$ cat src/rtl/card_shoe_dealer.sv
// Multi-deck card shoe: seed-driven shuffle (seed mod N by serial remainder),
// then deals one card per request in a fixed-stride permuted order.
module card_shoe_dealer #(
  parameter int unsigned DECKS          = 1,
  parameter int unsigned STRIDE         = 5,
  parameter int unsigned CUT_LEFT       = 13,
  parameter bit          AUTO_RESHUFFLE = 1'b0
) (
  input  logic        clk_i,
  input  logic        rst_i,
  input  logic        shuffle_i,
  input  logic [15:0] seed_i,
  input  logic        request_card_i,
  output logic        card_valid_o,
  output logic [7:0]  card_o,
  output logic [3:0]  card_value_o,
  output logic [8:0]  cards_left_o,
  output logic        shoe_empty_o,
  output logic        cut_reached_o,
  output logic        busy_o
);

  localparam int unsigned N     = 52 * DECKS;
  localparam int unsigned IDX_W = 9;
  localparam int unsigned SUM_W = 10;
  localparam int unsigned SEED_W = 16;
  localparam int unsigned BIT_W = 4;

  localparam logic [1:0] ST_EMPTY   = 2'd0;
  localparam logic [1:0] ST_SHUFFLE = 2'd1;
  localparam logic [1:0] ST_READY   = 2'd2;

  logic [1:0]        state_q, state_d;
  logic [SEED_W-1:0] seed_q, seed_d;
  logic [BIT_W-1:0]  bit_q, bit_d;
  logic [IDX_W-1:0]  rem_q, rem_d;
  logic [IDX_W-1:0]  idx_q, idx_d;
  logic [IDX_W-1:0]  left_q, left_d;
  logic              valid_q, valid_d;
  logic [7:0]        card_q, card_d;
  logic [3:0]        value_q, value_d;

  logic [SUM_W-1:0]  rem_trial_c;
  logic [IDX_W-1:0]  rem_next_c;
  logic [SUM_W-1:0]  idx_sum_c;
  logic [IDX_W-1:0]  idx_step_c;
  logic [IDX_W-1:0]  pos_c;
  logic [IDX_W-1:0]  rank0_c;
  logic [1:0]        suit_c;
  logic [3:0]        rank_c;
  logic [3:0]        value_c;

  // Card identity of the current idx: fold into one deck, then split suit/rank.
  always_comb begin
    pos_c = idx_q;
    for (int i = 0; i < 8; i++) begin
      if (pos_c >= IDX_W'(52)) pos_c = pos_c - IDX_W'(52);
    end
    if (pos_c < IDX_W'(13)) begin
      suit_c  = 2'd0;
      rank0_c = pos_c;
    end else if (pos_c < IDX_W'(26)) begin
      suit_c  = 2'd1;
      rank0_c = pos_c - IDX_W'(13);
    end else if (pos_c < IDX_W'(39)) begin
      suit_c  = 2'd2;
      rank0_c = pos_c - IDX_W'(26);
    end else begin
      suit_c  = 2'd3;
      rank0_c = pos_c - IDX_W'(39);
    end
    rank_c  = 4'(rank0_c + IDX_W'(1));
    value_c = (rank_c > 4'd10) ? 4'd10 : rank_c;
  end

  // Datapath steps: one restoring-remainder bit, and the modular stride advance.
  always_comb begin
    rem_trial_c = {rem_q, seed_q[bit_q]};
    rem_next_c  = (rem_trial_c >= SUM_W'(N)) ? IDX_W'(rem_trial_c - SUM_W'(N))
                                             : IDX_W'(rem_trial_c);
    idx_sum_c   = {1'b0, idx_q} + SUM_W'(STRIDE);
    idx_step_c  = (idx_sum_c >= SUM_W'(N)) ? IDX_W'(idx_sum_c - SUM_W'(N))
                                           : IDX_W'(idx_sum_c);
  end

  // Next-state and next-register logic.
  always_comb begin
    state_d = state_q;
    seed_d  = seed_q;
    bit_d   = bit_q;
    rem_d   = rem_q;
    idx_d   = idx_q;
    left_d  = left_q;
    valid_d = 1'b0;
    card_d  = card_q;
    value_d = value_q;

    case (state_q)
      ST_EMPTY: begin
        if (shuffle_i) begin
          state_d = ST_SHUFFLE;
          seed_d  = seed_i;
          bit_d   = BIT_W'(SEED_W - 1);
          rem_d   = '0;
        end
      end
      ST_SHUFFLE: begin
        rem_d = rem_next_c;
        bit_d = bit_q - BIT_W'(1);
        if (bit_q == '0) begin
          state_d = ST_READY;
          idx_d   = rem_next_c;
          left_d  = IDX_W'(N);
        end
      end
      ST_READY: begin
        if (shuffle_i) begin
          // A new shoe takes priority over a same-cycle request.
          state_d = ST_SHUFFLE;
          seed_d  = seed_i;
          bit_d   = BIT_W'(SEED_W - 1);
          rem_d   = '0;
        end else if (request_card_i) begin
          valid_d = 1'b1;
          card_d  = {2'b00, suit_c, rank_c};
          value_d = value_c;
          idx_d   = idx_step_c;
          left_d  = left_q - IDX_W'(1);
          if (left_q == IDX_W'(1)) begin
            if (AUTO_RESHUFFLE) begin
              state_d = ST_SHUFFLE;
              seed_d  = seed_q + SEED_W'(1);
              bit_d   = BIT_W'(SEED_W - 1);
              rem_d   = '0;
            end else begin
              state_d = ST_EMPTY;
            end
          end
        end
      end
      default: state_d = ST_EMPTY;
    endcase
  end

  always_ff @(posedge clk_i or posedge rst_i) begin
    if (rst_i) begin
      state_q <= ST_EMPTY;
      seed_q  <= '0;
      bit_q   <= '0;
      rem_q   <= '0;
      idx_q   <= '0;
      left_q  <= '0;
      valid_q <= 1'b0;
      card_q  <= '0;
      value_q <= '0;
    end else begin
      state_q <= state_d;
      seed_q  <= seed_d;
      bit_q   <= bit_d;
      rem_q   <= rem_d;
      idx_q   <= idx_d;
      left_q  <= left_d;
      valid_q <= valid_d;
      card_q  <= card_d;
      value_q <= value_d;
    end
  end

  assign card_valid_o  = valid_q;
  assign card_o        = card_q;
  assign card_value_o  = value_q;
  assign cards_left_o  = left_q;
  assign shoe_empty_o  = (left_q == '0);
  assign cut_reached_o = (left_q != '0) && (left_q <= IDX_W'(CUT_LEFT));
  assign busy_o        = (state_q == ST_SHUFFLE);

endmodule

$ cat config.mk
export PLATFORM = sky130hd
export DESIGN_NAME = card_shoe_dealer
export DESIGN_NICKNAME = d
export VERILOG_FILES = /design/src/rtl/card_shoe_dealer.sv
export SDC_FILE = /design/constraint.sdc
export NUM_CORES = 1
export LEC_CHECK = 0
export BUFFER_PORTS_ARGS = -buffer_cell sky130_fd_sc_hd__buf_2
export CAP_MARGIN = 30
export CORE_ASPECT_RATIO = 1.4
export CORE_MARGIN = 2
export CORE_UTILIZATION = 58
export CTS_CLUSTER_SIZE = 40
export DETAILED_ROUTE_END_ITERATION = 16
export PLACE_DENSITY = 0.75
export REMOVE_ABC_BUFFERS = 1
export SLEW_MARGIN = 15
export SYNTH_ARGS = -nofsm -noshare
export SYNTH_HDL_FRONTEND = slang
export SYNTH_SLANG_ARGS = --single-unit
$ cat constraint.sdc
create_clock -name clk_i -period 9.1 [get_ports clk_i]
set_clock_uncertainty 0.1 [all_clocks]
set_input_delay 0.91 -clock clk_i [delete_from_list [all_inputs] [get_ports clk_i]]
set_output_delay 0.91 -clock clk_i [all_outputs]
set_load 0.1 [all_outputs]
==> results of run 1 <==
[final timing paths]
kind                                       start                           to  slack [ns]  cells after the start
setup / recovery            idx_q[2]$_DFFE_PP0P_  card_value_o[0]$_DFFE_PP0P_        0.82                     29
hold / removal             seed_q[0]$_DFFE_PP0P_        seed_q[0]$_DFFE_PP0P_        0.37                      2
setup reg to reg            idx_q[2]$_DFFE_PP0P_  card_value_o[0]$_DFFE_PP0P_        0.82                     29
hold reg to reg            seed_q[0]$_DFFE_PP0P_        seed_q[0]$_DFFE_PP0P_        0.37                      2
max in group asynchronous                  rst_i         rem_q[5]$_DFFE_PP0P_        7.70                      3
min in group asynchronous                  rst_i        seed_q[2]$_DFFE_PP0P_        0.69                      3
[flip-flops by register name (all words and copies together) (netlist names)]
signal        cells
bit_q             4
idx_q             9
card_o            6
card_valid_o      1
cards_left_o      9
state_q           2
rem_q             9
seed_q           16
card_value_o      4
[kinds of logic after synthesis]
kind of cell,count (synthesis),share of synthesized area
compound gates,226,0.305
xor+xnor,29,0.0451
fa+ha+maj,20,0.0432
buf+inv,58,0.0453
flops,60,0.259
mux,14,0.0356
other cells,1,0.000647
simple gates,309,0.266
[area by class of cell]
class / instances / area share
Clock buffer: 9 / 0.0357
Clock inverter: 7 / 0.00833
Inverter: 22 / 0.0133
Multi-Input combinational cell: 600 / 0.639
Sequential cell: 60 / 0.238
Tap cell: 135 / 0.0268
Timing Repair Buffer: 46 / 0.0387
[critical path, delay by kind of cell (launching register included)]
family                     cells  cell delay [ns]
AOI/OAI and AO/OA             14             3.42
and+or+nand+nor                6             1.64
adders and majority gates      3             0.80
DFF                            1             0.63
xor gates and xnor gates       3             0.63
muxes                          1             0.58
buffers and inverters          2             0.40
[per-layer routing]
| layer | track usage | vias to the layer above | share of wire |
|---|---|---|---|
| met5 | 0 | - | 0 |
| met4 | 0.152 | 0 | 0.044 |
| met3 | 0.0464 | 58 | 0.040 |
| met2 | 0.561 | 224 | 0.52 |
| met1 | 0.353 | 2744 | 0.39 |
| li1 | - | 2707 | - |
[layout by cell type (no fill, tap or decap), drive strengths merged, types with 9 or more instances in the layout]
| cell type | count |
|---|---|
| inv | 22 |
| o21ai | 51 |
| ha | 20 |
| nand3 | 29 |
| dfrtp | 60 |
| nor3 | 27 |
| and2 | 13 |
| nor2 | 60 |
| a21o | 12 |
| o211ai | 14 |
| clkbuf | 9 |
| xnor2 | 24 |
| a21oi | 41 |
| o21a | 9 |
| nand2 | 117 |
| buf | 46 |
| or3 | 9 |
| nor4 | 10 |
[per-stage QoR]
step | util | instance area (um2) | hold slack [ns] | setup WS [ns] | cells
after floorplan | - | 5620 | 0.340 | 2.13 | 682
after global placement | 0.612 | 6020 | 0.354 | 1.15 | 862
after detailed placement | 0.613 | 6030 | 0.362 | 1.01 | 863
after CTS | 0.641 | 6310 | 0.376 | 0.964 | 879
after global routing | 0.641 | 6310 | 0.401 | 0.188 | 879
final | 0.641 | 6310 | 0.372 | 0.819 | 879
==> reports/qor.txt, run 1 <==
Die height: 122 um
Data required, critical path: 9.25 ns
Dominant cells by area after synthesis: dfrtp_1 (26%), nand2_1 (7.5%), ha_1 (4.3%)
Area growth from synthesis to layout: 8.89%
RePlAce Congestion: 0.990
Hold Path Class: reg -> reg
Initial core utilization: 0.589
Max-cap viol count: 0
Clock tree buffer depth: 2
Post-synthesis sequential area ratio: 0.259
Post-synthesis register bit count: 60
DR pass1 iterations: 5
Async set-reset flop share out of synthesis: 1.00
Pin count of the biggest net entering global routing: 61
Max Freq: 0.121 GHz
Yosys warnings: 0
First-pass GRT wire length: 26700 um
Worst Setup Start Kind: flop
Cts hold-fix bufs: 0
TritonCTS clock tree: yes
Row Count: 43
Clock sinks: 60
Ant. Diodes: 0
Vias in the first global route: 5595
Filler Cells Inserted: 863
Resize count post-CTS: 0
Clock latency on the worst-skew pair: 0.34 ns
Share of cells above drive strength 1: 0.164
Synthesized area: 0.00580 mm2
CTS Root Cell: clkbuf_16
Max Slew Vio Count: 0
Final Hold Viols: 0
Most frequent cells after synthesis: nand2_1 (116), dfrtp_1 (60), nor2_1 (56)
Final period utilization: 0.910
Register area: 0.00150 mm2
CTS H-tree lvls: 3
Crit Path Class: reg -> reg
Worst-path clk slew: 0.06 ns
CP Capture Type: flop
RSZ-0062 raised after global routing: no
Most common cell in the netlist: nand2_1
Die area: 0.0108 mm2
Initial DRC Count: 391
CP Data Arrival Time: 8.43 ns
Detail Route Antenna Nets: 0
Setup violations, final: 0
Top cell type's share of synthesized area: 0.259
Status: finished clean
Die Wd: 88.5 um
NumNets Final: 779
Port bufs: 42
Footprint of the multi-input gates: 0.00404 mm2
Max incr delay on CP: 0.70 ns
Total I/O pin count: 45
Initial antenna violation count: 0
Synth Flop Type: dfrtp_1
Core ar.: 0.00985 mm2
Final WL: 16200 um
Netlist cell types: 104
Setup Fix Bufs, Post-CTS: 0
Vias per cell: 6.52
All-Layer GR Usage: 0.312
Post-synthesis cell count: 717
Final setup TNS: 0 ns
EDFF count, synth: 0
Tightest Pin Transition: 1.07 ns
WL per Instance: 18.4 um
DRC violations left: 0
Gr ovfl total: 0
Post-Syn Area per Cell: 8.08 um2
Max_slew headroom: 0.277
Critical path's slowest cell: o2bb2ai_1
CP max FO: 15
Largest area contributor in the netlist: dfrtp_1
Tmin final: 8.28 ns
Vias: 5733
Post-detail-place hpwl: 12200 um
Inserted Clock Buffers: 9
Power of run 1 is left out: the tool's default activity adds up to more than one toggle a clock period on the data nets, which glitch-free logic cannot reach.
==> run 2, diff against run 1 <==
MAX_ROUTING_LAYER = met4   (was default)
==> run 2 against run 1 <==
Die area unchanged. Final area rose by 0.50%. First-iteration DRC count down 10%. Critical path depth fell by 1. Worst setup slack improved by 0.046 ns. Hold slack better by 0.0032 ns. Sequential cell count stayed put. Core utilization grew 0.32 points. Global-route usage up 1.3 points. Maximum frequency is 0.56% higher. Final cell count grew 0.11%. Critical path type unchanged.
==> reports/qor.txt, run 2 (same netlist as run 1, synthesis figures left out) <==
CP Data Arrival Time: 8.35 ns
Hold Path Class: reg -> reg
Max Freq: 0.121 GHz
Tmin final: 8.24 ns
Final period utilization: 0.905
Vias per cell: 6.41
Resize count post-CTS: 0
Most frequent cells in the layout: nand2_1 (116), dfrtp_1 (60), nor2_1 (56)
Pin count of the biggest net entering global routing: 61
Vias: 5641
WL per Instance: 18.6 um
Biggest register: seed_q
Clock latency on the worst-skew pair: 0.33 ns
Port bufs: 42
Worst-path clk slew: 0.06 ns
Buf/Inv on CP: 2
Inserted Clock Buffers: 9
All-Layer GR Usage: 0.324
Final Hold Viols: 0
Placed Instances: 864
CP max FO: 15
Max-cap viol count: 0
Total I/O pin count: 45
Area growth from synthesis to layout: 9.43%
Max reg flops: 16
Initial DRC Count: 352
Die Wd: 88.5 um
Gr ovfl total: 0
Status: finished clean
NumNets Final: 780
Data required, critical path: 9.21 ns
Share of cells above drive strength 1: 0.165
Crit Path Class: reg -> reg
Setup Fix Bufs, Post-CTS: 0
Max incr delay on CP: 0.69 ns
Max Slew Vio Count: 0
Cts hold-fix bufs: 0
Commonest non-fill, non-tap cell in the layout: nand2_1
Filler Cells Inserted: 867
Initial antenna violation count: 0
Final setup TNS: 0 ns
First-pass GRT wire length: 26800 um
Post-detail-place hpwl: 12400 um
CP delay by family, top: compound AO/OA/AOI/OAI gates
Core ar.: 0.00985 mm2
Worst Setup Start Kind: flop
Setup violations, final: 0
Die area: 0.0108 mm2
Critical path's slowest cell: o2bb2ai_1
Initial core utilization: 0.589
Tightest Pin Transition: 0.938 ns
Clock tree buffer depth: 2
Final WL: 16400 um
CTS Root Cell: clkbuf_16
Vias in the first global route: 5576
Non-filler cells, final: 880
Ant. Diodes: 0
Detail Route Antenna Nets: 0
Max_slew headroom: 0.368
DRC violations left: 0
RePlAce Congestion: 0.965
Row Count: 43
RSZ-0062 raised after global routing: no
CP Capture Type: flop
Clock sinks: 60
Die height: 122 um
DR pass1 iterations: 5
TritonCTS clock tree: yes
CTS H-tree lvls: 3
[run 2: cell types whose count changed in the layout (fill, tap and decap cells not counted)]
| cell | delta |
|---|---|
| buf_4 | +1 |
| bufinv_16 | +1 |
| clkinv_2 | -1 |
| clkinv_4 | -1 |
| clkinvlp_4 | +1 |
[run 2: per-layer routing]
metal / global-route usage / share of wire
met5: - / 0
met4: 0.165 / 0.045
met3: 0.0464 / 0.038
met2: 0.580 / 0.53
met1: 0.341 / 0.38
[run 2: layout make-up]
type | instances | area, um2 | area share
multi-input combinational | 600 | 4040 | 0.636
sequential | 60 | 1500 | 0.237
timing repair buffer | 47 | 251 | 0.0397
clock buffer | 9 | 225 | 0.0355
tap | 135 | 169 | 0.0266
inverter | 22 | 83.8 | 0.0132
clock inverter | 7 | 76.3 | 0.0120
[run 2: through the flow]
step | utilization | hold WS, ns | instance area [um2] | setup slack, ns
final | 0.644 | 0.376 | 6340 | 0.865
after global routing | 0.644 | 0.390 | 6340 | 0.178
after CTS | 0.644 | 0.375 | 6340 | 0.945
after detailed placement | 0.614 | 0.360 | 6040 | 1.03
after floorplan | - | 0.340 | 5620 | 2.13
after global placement | 0.612 | 0.355 | 6030 | 1.14
[run 2: final timing paths]
kind	startpoint	endpoint	slack, ns	depth (start not counted)
worst max-delay path	idx_q[2]$_DFFE_PP0P_	card_value_o[1]$_DFFE_PP0P_	0.86	28
worst min-delay path	seed_q[14]$_DFFE_PP0P_	seed_q[14]$_DFFE_PP0P_	0.38	2
worst max register to register	idx_q[2]$_DFFE_PP0P_	card_value_o[1]$_DFFE_PP0P_	0.86	28
worst min register to register	seed_q[14]$_DFFE_PP0P_	seed_q[14]$_DFFE_PP0P_	0.38	2
max in group asynchronous	rst_i	rem_q[3]$_DFFE_PP0P_	7.71	3
min in group asynchronous	rst_i	seed_q[5]$_DFFE_PP0P_	0.68	3
[run 2: tightest hold or removal path, delay by kind of cell (launching register included)]
kind             cells  cell delay, ns
DFF                  1            0.33
and+or+nand+nor      2            0.11
Power of run 2 is left out for the same reason.
